[config.mk]
export PLATFORM = sky130hd
export DESIGN_NAME = kogge_stone_adder
export DESIGN_NICKNAME = d
export VERILOG_FILES = /design/src/rtl/arith_pkg.sv /design/src/rtl/ks_prefix_cell.sv /design/src/rtl/kogge_stone_adder.sv
export SDC_FILE = /design/constraint.sdc
export NUM_CORES = 1
export LEC_CHECK = 0
export CAP_MARGIN = 20
export CORE_AREA = 2 2 39 41
export DETAILED_ROUTE_END_ITERATION = 8
export DIE_AREA = 0 0 41 43
export MAX_ROUTING_LAYER = met4
export SETUP_SLACK_MARGIN = 0.02
export SYNTH_ARGS = -nofsm -noshare
export SYNTH_HDL_FRONTEND = slang
export SYNTH_HIERARCHICAL = 1
export SYNTH_SLANG_ARGS = --single-unit
[constraint.sdc]
create_clock -name clk -period 2.56 [get_ports clk]
set_input_delay 0.512 -clock clk [delete_from_list [all_inputs] [get_ports clk]]
set_output_delay 0.512 -clock clk [all_outputs]
set_load 0.01 [all_outputs]
[src/rtl/arith_pkg.sv]
// Shared arithmetic helpers for the prefix-adder leaf cells.
package arith_pkg;

  // Generate/propagate pair carried through every prefix level.
  typedef struct packed {
    logic g;
    logic p;
  } gp_t;

  // Number of prefix levels needed to span n bits: ceil(log2(n)).
  // A single bit needs no prefix levels, so n <= 1 yields 0.
  function automatic int unsigned clog2_min0(input int unsigned n);
    int unsigned r;
    int unsigned v;
    r = 0;
    v = 1;
    while (v < n) begin
      v = v << 1;
      r = r + 1;
    end
    return r;
  endfunction

endpackage

[src/rtl/ks_prefix_cell.sv]
// Kogge-Stone black cell: merges a higher (G,P) span with the adjacent
// lower span into one combined (G,P) span.
module ks_prefix_cell (
  input  logic g_hi,
  input  logic p_hi,
  input  logic g_lo,
  input  logic p_lo,
  output logic g,
  output logic p
);

  // Combined span generates if the high part generates, or propagates
  // a carry generated by the low part.
  always_comb begin
    g = g_hi | (p_hi & g_lo);
    p = p_hi & p_lo;
  end

endmodule

[src/rtl/kogge_stone_adder.sv]
// N-bit unsigned adder with a Kogge-Stone carry network and a single
// registered output stage (sum, carry-out, valid).
module kogge_stone_adder
  import arith_pkg::*;
#(
  parameter int unsigned N = 4
) (
  input  logic         clk,
  input  logic         rst,
  input  logic         in_valid,
  input  logic [N-1:0] A,
  input  logic [N-1:0] B,
  output logic [N-1:0] Sum,
  output logic         Cout,
  output logic         out_valid
);

  localparam int unsigned STAGES = clog2_min0(N);

  // lvl[0] holds bit-level (g,p); lvl[k+1] is the output of prefix level k.
  // After the last level lvl[STAGES][i].g is the carry out of bit i.
  gp_t lvl [0:STAGES][0:N-1];

  logic [N-1:0] sum_c;
  logic         cout_c;
  logic         unused_final_p;

  for (genvar i = 0; i < N; i++) begin : g_bit
    assign lvl[0][i] = '{g: A[i] & B[i], p: A[i] ^ B[i]};
  end

  for (genvar k = 0; k < STAGES; k++) begin : g_level
    localparam int unsigned D = 1 << k;
    for (genvar i = 0; i < N; i++) begin : g_pos
      if (i >= D) begin : g_cell
        logic cg;
        logic cp;
        ks_prefix_cell u_cell (
          .g_hi (lvl[k][i].g),
          .p_hi (lvl[k][i].p),
          .g_lo (lvl[k][i-D].g),
          .p_lo (lvl[k][i-D].p),
          .g    (cg),
          .p    (cp)
        );
        assign lvl[k+1][i] = '{g: cg, p: cp};
      end else begin : g_pass
        assign lvl[k+1][i] = lvl[k][i];
      end
    end
  end

  // Sum bit i is its own propagate xored with the carry out of bit i-1;
  // bit 0 has no carry-in.
  always_comb begin
    sum_c    = '0;
    sum_c[0] = lvl[0][0].p;
    for (int unsigned i = 1; i < N; i++) begin
      sum_c[i] = lvl[0][i].p ^ lvl[STAGES][i-1].g;
    end
    cout_c = lvl[STAGES][N-1].g;
  end

  // Final-level group propagates are not needed for the sum; fold them
  // into one sink so every prefix output has a reader.
  always_comb begin
    unused_final_p = 1'b0;
    for (int unsigned i = 0; i < N; i++) begin
      unused_final_p = unused_final_p ^ lvl[STAGES][i].p;
    end
  end

  // Output register: capture only qualified samples, hold otherwise;
  // valid follows in_valid with one cycle of latency.
  always_ff @(posedge clk) begin
    if (rst) begin
      Sum       <= '0;
      Cout      <= 1'b0;
      out_valid <= 1'b0;
    end else begin
      out_valid <= in_valid;
      if (in_valid) begin
        Sum  <= sum_c;
        Cout <= cout_c;
      end
    end
  end

endmodule

==> results of run 1 <==
[state kept, by name (all words and copies together) (netlist names)]
name	flops
Sum	4
Cout	1
out_valid	1
[worst max-delay path, cell delays in order]
cell	delay, ps
clkdlybuf4s50_1	400
ha_1	330
and2_2	200
a21o_1	180
xnor2_1	120
a211oi_1	210
[where the power goes]
| group | internal [W] | total (W) | switching (W) | leakage (nW) |
|---|---|---|---|---|
| Sequential | 0.000102 | 0.000105 | 0.00000324 | 0.0498 |
| Clock | 0.0000528 | 0.0000830 | 0.0000302 | 0.0138 |
| Combinational | 0.0000472 | 0.0000749 | 0.0000276 | 0.172 |
[final cells by class]
cell class | instances | area [sq um]
Multi-Input combinational cell | 25 | 196
Tap cell | 16 | 20.0
Timing Repair Buffer | 16 | 160
Sequential cell | 6 | 120
Clock buffer | 3 | 22.5
Fill cell | 147 | 865
[through the flow]
| stage | instance area (sq um) | worst slack [ps] |
|---|---|---|
| after global placement | 497 | 515 |
| after global routing | 519 | 675 |
| final | 519 | 754 |
| after floorplan | 328 | 983 |
| after detailed placement | 497 | 498 |
| after CTS | 519 | 751 |
[per-layer routing]
layer	up-vias	wire length [um]	part of all wire [%]	global-route usage, %
li1	148	-	-	-
met1	125	283	45	11.6
met2	16	276	44	12.5
met3	0	65	10	3.14
met4	0	0	0	6.00
met5	-	0	0	-
[worst paths after layout]
kind                            startpoint  endpoint  slack, ps
worst max register to register      Sum[1]    Sum[1]       1910
worst min register to register      Sum[3]    Sum[3]        490
worst max-delay path                  A[1]    Sum[3]        750
worst min-delay path                Sum[3]    Sum[3]        490
==> results.sh, run 1 <==
export IMPL_outcome="completed"
export IMPL_max_cap_viol_count=0
export IMPL_antenna_cells_inserted=0
export IMPL_fin_crit_ps=1810
export IMPL_finClkSkew_ps=0
export IMPL_drive_gt1_share_pct=10.0
export IMPL_dr_pass1_iters=2
export IMPL_final_max_slew_viol_count=0
export IMPL_syn_num_nets=47
export IMPL_htree_num_levels=1
export IMPL_syn_instance_count=32
export IMPL_routed_via_density=4.38
export IMPL_grt_pass1_wl_um=1080
export IMPL_timing_final_crit_share_pct=70.5
export IMPL_fmax_mhz=554
export IMPL_largest_net_degree_at_the_start_of_global_routing=10
export IMPL_layout_cells_most_common="clkdlybuf4s50_1"
export IMPL_power_dens_cells_nw_per_um2=506
export IMPL_total_number_of_vias=289
export IMPL_r2r_cells=2
export IMPL_rsz0062_at_grt="no"
export IMPL_final_net_count=67
export IMPL_cp_data_required_time_ps=2720
export IMPL_netlist_area_sq_um=328
export IMPL_finalWirelength_um=625
export IMPL_max_slew_worst_pin_slew_ps=342
export IMPL_leakage_nw=0.235
export IMPL_number_of_cts_inserted_buffers=3
export IMPL_timing_final_setup_violations=0
export IMPL_antenna_found_initial=0
export IMPL_holdPathStages=2
export IMPL_dp_cells=63
export IMPL_worst_hold_slack_ps=487
export IMPL_count_of_hold_fix_buffers_inserted_at_cts=0
export IMPL_critical_path_peak_fanout=3
export IMPL_critical_path_endpoint_type="flip-flop"
export IMPL_worst_endpoint_arrival_ps=1960
export IMPL_cts_repair_timing_setup_buffer_count=0
export IMPL_die_height_um=43
export IMPL_cts_root_buf="clkbuf_4"
export IMPL_grt_remaining_overflow=0
export IMPL_timing_hold_violations_final=0
export IMPL_clk_transition_reported_paths_ps=40
export IMPL_synth_area_per_cell_sq_um=10.2
export IMPL_initial_cell_density_of_the_core_pct=23.7
export IMPL_drt_initial_drc_count=1
export IMPL_max_vdd_ir_drop_uv=133
export IMPL_total_routing_resource_utilization_after_global_routing_pct=9.36
export IMPL_power_w=0.000263
export IMPL_drt_wirelength_per_cell_um=9.47
export IMPL_cts_buffer_depth=2
export IMPL_cts_tree="yes"
export IMPL_io_buffer_count=16
export IMPL_drt_drc_violations_left=0
export IMPL_clock_sinks=6
export IMPL_gpl_final_weighted_congestion=0.676
export IMPL_worstSkewPairLatency_ps=240
export IMPL_relSlewSlack_pct=77.1
export IMPL_chipWidth_um=41
export IMPL_io_pins=17
export IMPL_worst_setup_path_type="input port to flip-flop"
export IMPL_detailed_place_hpwl_um=513
export IMPL_utilization_pct=37.5
export IMPL_layout_cells_non_filler=66
export IMPL_worstSetupStartpointType="input port"
export IMPL_ys_warn_count=6
export IMPL_antenna_left=0
export IMPL_grt_pass1_vias=289
export IMPL_die_area_sq_um=1760
export IMPL_most_common_layout_cells="clkdlybuf4s50_1 (16), dfxtp_1 (6), nor2_1 (5), a21o_1 (5), ha_1 (4)"
export IMPL_setup_tns_final_ps=0
export IMPL_core_area_sq_um=1380
export IMPL_placementRows=14
export IMPL_min_delay_path_class="flip-flop to flip-flop"
export IMPL_cts_resized_gates=0
export IMPL_syn2layout_area_growth_pct=58.4
(Power assumes the default switching activity.)
==> run 2, diff against run 1 <==
Clock period 2.56 ns to 1.62 ns, I/O delays scaled along.
==> results.sh, run 2 (synthesis gave the netlist of run 1 again) <==
export IMPL_worst_setup_path_type="input port to flip-flop"
export IMPL_core_area_sq_um=1380
export IMPL_drive_gt1_share_pct=18.9
export IMPL_io_pins=17
export IMPL_power_share_combinational_pct=31.3
export IMPL_finClkSkew_ps=0
export IMPL_worst_endpoint_arrival_ps=1580
export IMPL_placementRows=14
export IMPL_die_height_um=43
export IMPL_max_vdd_ir_drop_uv=209
export IMPL_leakage_nw=0.286
export IMPL_worstSetupStartpointType="input port"
export IMPL_max_slew_worst_pin_slew_ps=339
export IMPL_clkPwrFrac_pct=30.2
export IMPL_fin_crit_ps=1450
export IMPL_clk_transition_reported_paths_ps=40
export IMPL_dr_pass1_iters=1
export IMPL_timing_final_setup_violations=0
export IMPL_gpl_final_weighted_congestion=0.685
export IMPL_final_net_count=70
export IMPL_cts_buffer_depth=2
export IMPL_most_common_layout_cells="clkdlybuf4s50_1 (12), dfxtp_1 (6), nor2_1 (5), a21o_1 (5), dlymetal6s2s_1 (4)"
export IMPL_die_area_sq_um=1760
export IMPL_count_of_hold_fix_buffers_inserted_at_cts=0
export IMPL_cts_tree="yes"
export IMPL_chipWidth_um=41
export IMPL_grt_pass1_vias=254
export IMPL_timing_final_crit_share_pct=89.8
export IMPL_antenna_left=0
export IMPL_worstSkewPairLatency_ps=240
export IMPL_routed_via_density=4.20
export IMPL_power_share_switching_pct=23.2
export IMPL_dp_cells=66
export IMPL_drt_drc_violations_left=0
export IMPL_grt_pass1_wl_um=966
export IMPL_rsz0062_at_grt="no"
export IMPL_largest_net_degree_at_the_start_of_global_routing=10
export IMPL_regMostFlops="Sum"
export IMPL_p_sw_w=0.0000998
export IMPL_outcome="completed"
export IMPL_largest_register_ffs=4
export IMPL_total_number_of_vias=290
export IMPL_number_of_cts_inserted_buffers=3
export IMPL_layout_cells_non_filler=69
export IMPL_internal_power_w=0.000331
export IMPL_relSlewSlack_pct=77.4
export IMPL_antenna_cells_inserted=0
export IMPL_power_dens_cells_nw_per_um2=746
export IMPL_clock_sinks=6
export IMPL_power_share_sequential_pct=38.5
export IMPL_total_routing_resource_utilization_after_global_routing_pct=8.33
export IMPL_io_buffer_count=16
export IMPL_drt_initial_drc_count=0
export IMPL_grt_remaining_overflow=0
export IMPL_initial_cell_density_of_the_core_pct=23.7
export IMPL_antenna_found_initial=0
export IMPL_reg_top3="Sum: 4 flops, Cout: 1 flops, out_valid: 1 flops"
export IMPL_utilization_pct=41.7
export IMPL_max_cap_viol_count=0
export IMPL_timing_hold_violations_final=0
export IMPL_drt_wirelength_per_cell_um=9.51
export IMPL_finalWirelength_um=656
export IMPL_htree_num_levels=1
export IMPL_critical_path_peak_fanout=3
export IMPL_fmax_mhz=687
export IMPL_cts_root_buf="clkbuf_4"
export IMPL_worstReg2RegStart="Sum[2]"
export IMPL_cp_data_required_time_ps=1740
export IMPL_worstHoldStart="Sum[1]"
export IMPL_layout_cells_most_common="clkdlybuf4s50_1"
export IMPL_final_max_slew_viol_count=0
export IMPL_critical_path_endpoint_type="flip-flop"
export IMPL_min_delay_path_class="flip-flop to flip-flop"
export IMPL_worst_setup_path_startpoint="A[3]"
export IMPL_syn2layout_area_growth_pct=76.0
## run 2: what timing repair did
item / 4_1_cts / 5_1_grt
buffers inserted: 0 / 0
setup endpoints to repair: 1 / 2
resized for setup: 0 / 6
pin swaps: 1 / 1
## run 2: metal layers
| metal | global-route usage, % | vias up | wire, um |
|---|---|---|---|
| li1 | - | 156 | - |
| met1 | 10.3 | 120 | 298 |
| met2 | 11.6 | 14 | 290 |
| met4 | 6.00 | 0 | 0 |
| met5 | - | - | 0 |
| met3 | 1.57 | 0 | 67 |
## run 2: power by group through the flow
stage	Combinational, W	Clock [W]	Sequential [W]
final	0.000135	0.000130	0.000166
after global routing	0.000151	0.000143	0.000167
after CTS	0.000130	0.000138	0.000166
after detailed placement	0.000130	0	0.000168
after global placement	0.000128	0	0.000168
after floorplan	0.0000578	0	0.000174
## run 2: final cells by class
| type | instances | area, sq um |
|---|---|---|
| Fill cell | 146 | 807 |
| Clock buffer | 3 | 22.5 |
| Multi-Input combinational cell | 25 | 221 |
| Timing Repair Buffer | 19 | 193 |
| Tap cell | 16 | 20.0 |
| Sequential cell | 6 | 120 |
## run 2: stage by stage
step	total power (W)	setup WS, ps	hold WS (ps)	setup TNS, ps	instance area [sq um]
final	0.000430	165	483	0	577
after global routing	0.000462	43.6	512	0	577
after detailed placement	0.000298	-229	477	-427	519
after floorplan	0.000232	231	396	0	328
after global placement	0.000297	-222	477	-386	519
after CTS	0.000434	24.9	482	0	542
## run 2: critical path: stages
cell             delay (ps)
clkdlybuf4s50_1         400
ha_1                    320
and2_2                  180
a21o_1                  180
mux2i_1                 120
nor2_1                   50
## run 2: worst paths after layout
kind	end	slack [ps]	cells past startpoint
worst max-delay path	Cout	170	6
worst min-delay path	Sum[1]	480	2
worst max register to register	Sum[2]	980	2
worst min register to register	Sum[1]	480	2
==> run 3, diff against run 2 <==
Settings changed: DONT_BUFFER_PORTS set to 1, MAX_ROUTING_LAYER met4 to not set, SETUP_SLACK_MARGIN 0.02 to 0.1.
==> results.sh, run 3 (synthesis gave the netlist of run 1 again) <==
export IMPL_outcome="completed"
export IMPL_largest_net_degree_at_the_start_of_global_routing=10
export IMPL_worstSetupStartpointType="input port"
export IMPL_grt_pass1_wl_um=731
export IMPL_worstReg2RegStart="Sum[3]"
export IMPL_max_vdd_ir_drop_uv=158
export IMPL_fmax_mhz=829
export IMPL_most_common_layout_cells="dfxtp_1 (6), nor2_1 (5), a21o_1 (5)"
export IMPL_cts_buffer_depth=2
export IMPL_power_share_combinational_pct=16.5
export IMPL_power_dens_cells_nw_per_um2=1020
export IMPL_finalWirelength_um=557
export IMPL_drt_drc_violations_left=0
export IMPL_core_area_sq_um=1380
export IMPL_setup_tns_final_ps=0
export IMPL_die_height_um=43
export IMPL_largest_register_ffs=4
export IMPL_leakage_nw=0.174
export IMPL_min_delay_path_class="input port to flip-flop"
export IMPL_cp_data_required_time_ps=1780
export IMPL_grt_pass1_vias=189
export IMPL_cts_root_buf="clkbuf_4"
export IMPL_clk_transition_reported_paths_ps=40
export IMPL_timing_hold_violations_final=0
export IMPL_power_share_switching_pct=24.1
export IMPL_dr_pass1_iters=3
export IMPL_drive_gt1_share_pct=14.7
export IMPL_reg_top3="Sum: 4 flops, Cout: 1 flops, out_valid: 1 flops"
export IMPL_timing_final_setup_violations=0
export IMPL_initial_cell_density_of_the_core_pct=23.7
export IMPL_max_cap_viol_count=0
export IMPL_critical_path_endpoint_type="flip-flop"
export IMPL_fin_crit_ps=1210
export IMPL_p_sw_w=0.0000887
export IMPL_io_buffer_count=0
export IMPL_final_fill_count=155
export IMPL_total_routing_resource_utilization_after_global_routing_pct=7.11
export IMPL_routed_via_density=4.58
export IMPL_internal_power_w=0.000279
export IMPL_critical_path_slowest_cell="ha_1"
export IMPL_clkPwrFrac_pct=36.3
export IMPL_cts_tree="yes"
export IMPL_r2r_cells=2
export IMPL_placementRows=14
export IMPL_rsz0062_at_grt="no"
export IMPL_cts_repair_timing_setup_buffer_count=0
export IMPL_cpPeakStageDelay_ps=320
export IMPL_chipWidth_um=41
export IMPL_critical_path_peak_fanout=3
export IMPL_worst_setup_path_type="input port to flip-flop"
export IMPL_drt_initial_drc_count=2
export IMPL_max_slew_worst_pin_slew_ps=163
export IMPL_clock_sinks=6
export IMPL_die_area_sq_um=1760
export IMPL_io_pins=17
export IMPL_final_max_slew_viol_count=0
export IMPL_syn2layout_area_growth_pct=9.54
export IMPL_total_number_of_vias=229
export IMPL_antenna_found_initial=0
export IMPL_finClkSkew_ps=0
export IMPL_htree_num_levels=1
export IMPL_cts_resized_gates=0
export IMPL_holdPathStages=1
export IMPL_number_of_cts_inserted_buffers=3
export IMPL_min_to="out_valid"
export IMPL_relSlewSlack_pct=89.0
export IMPL_worst_endpoint_arrival_ps=1360
export IMPL_regToRegEndpoint="Sum[3]"
export IMPL_worstSkewPairLatency_ps=240
export IMPL_antenna_left=0
export IMPL_antenna_cells_inserted=0
export IMPL_layout_cells_most_common="dfxtp_1"
export IMPL_final_net_count=51
export IMPL_timing_final_crit_share_pct=74.5
export IMPL_post_dp_cell_area_sq_um=337
export IMPL_gpl_final_weighted_congestion=0.635
export IMPL_finish_instance_area_sq_um=359
export IMPL_r2r_slack_ps=920
export IMPL_worstHoldStart="rst"
export IMPL_power_share_sequential_pct=47.2
export IMPL_count_of_hold_fix_buffers_inserted_at_cts=0
export IMPL_regMostFlops="Sum"
export IMPL_path_cells="ha_1 -> and2_2 -> a21o_1 -> xnor2_1 -> a211oi_1"
export IMPL_grt_remaining_overflow=0
export IMPL_drt_wirelength_per_cell_um=11.1
[run 3: changes by cell type in the layout (fill, tap and decap cells not counted)]
cell,previous run,this run
buf_4,3,0
dlymetal6s2s_1,4,0
clkdlybuf4s50_1,12,0
ha_1,2,4
ha_4,2,0
[run 3: final cells by class]
type,instances,area (sq um),share of cell area [%]
Sequential cell,6,120,33.4
Tap cell,16,20.0,5.57
Multi-Input combinational cell,25,196,54.7
Clock buffer,3,22.5,6.27
[run 3: how the worst max path moves through the flow]
stage,startpoint,end,depth (start not counted)
after global placement,A[1],Sum[3],5
after global routing,A[1],Sum[3],5
after detailed placement,A[1],Sum[3],5
after floorplan,A[1],Sum[3],5
final,A[1],Sum[3],5
after CTS,A[1],Sum[3],5
[run 3: power groups by stage]
stage          Combinational [W]  Sequential, W  Clock, W
6_report               0.0000606       0.000174  0.000133
5_1_grt                0.0000684       0.000176  0.000148
4_1_cts                0.0000618       0.000174  0.000145
3_5_place_dp           0.0000615       0.000176         0
3_3_place_gp           0.0000600       0.000176         0
2_1_floorplan          0.0000578       0.000174         0
[run 3: metal layers]
metal  GRT usage [%]  wire (um)  part of all wire, %
met5               0          0                    0
met4            10.0          0                    0
met3            3.14         81                   15
met2            7.81        236                   42
met1            7.96        240                   43
[run 3: worst max-delay path, delay by kind of cell]
kind | cells | cell delay [ps]
compound gates | 2 | 390
fa+ha+maj | 1 | 320
xor+xnor | 1 | 130
simple gates | 1 | 200
[run 3: stage by stage]
step                      worst slack [ps]  hold WS (ps)  total power, W  cells  utilization (%)
after floorplan                        231           396        0.000232     32                -
after global placement                 190           397        0.000236     47             24.3
after detailed placement               159           398        0.000238     47             24.3
after CTS                              418           136        0.000381     50             25.9
after global routing                   342           135        0.000392     50             25.9
final                                  414           148        0.000368     50             25.9
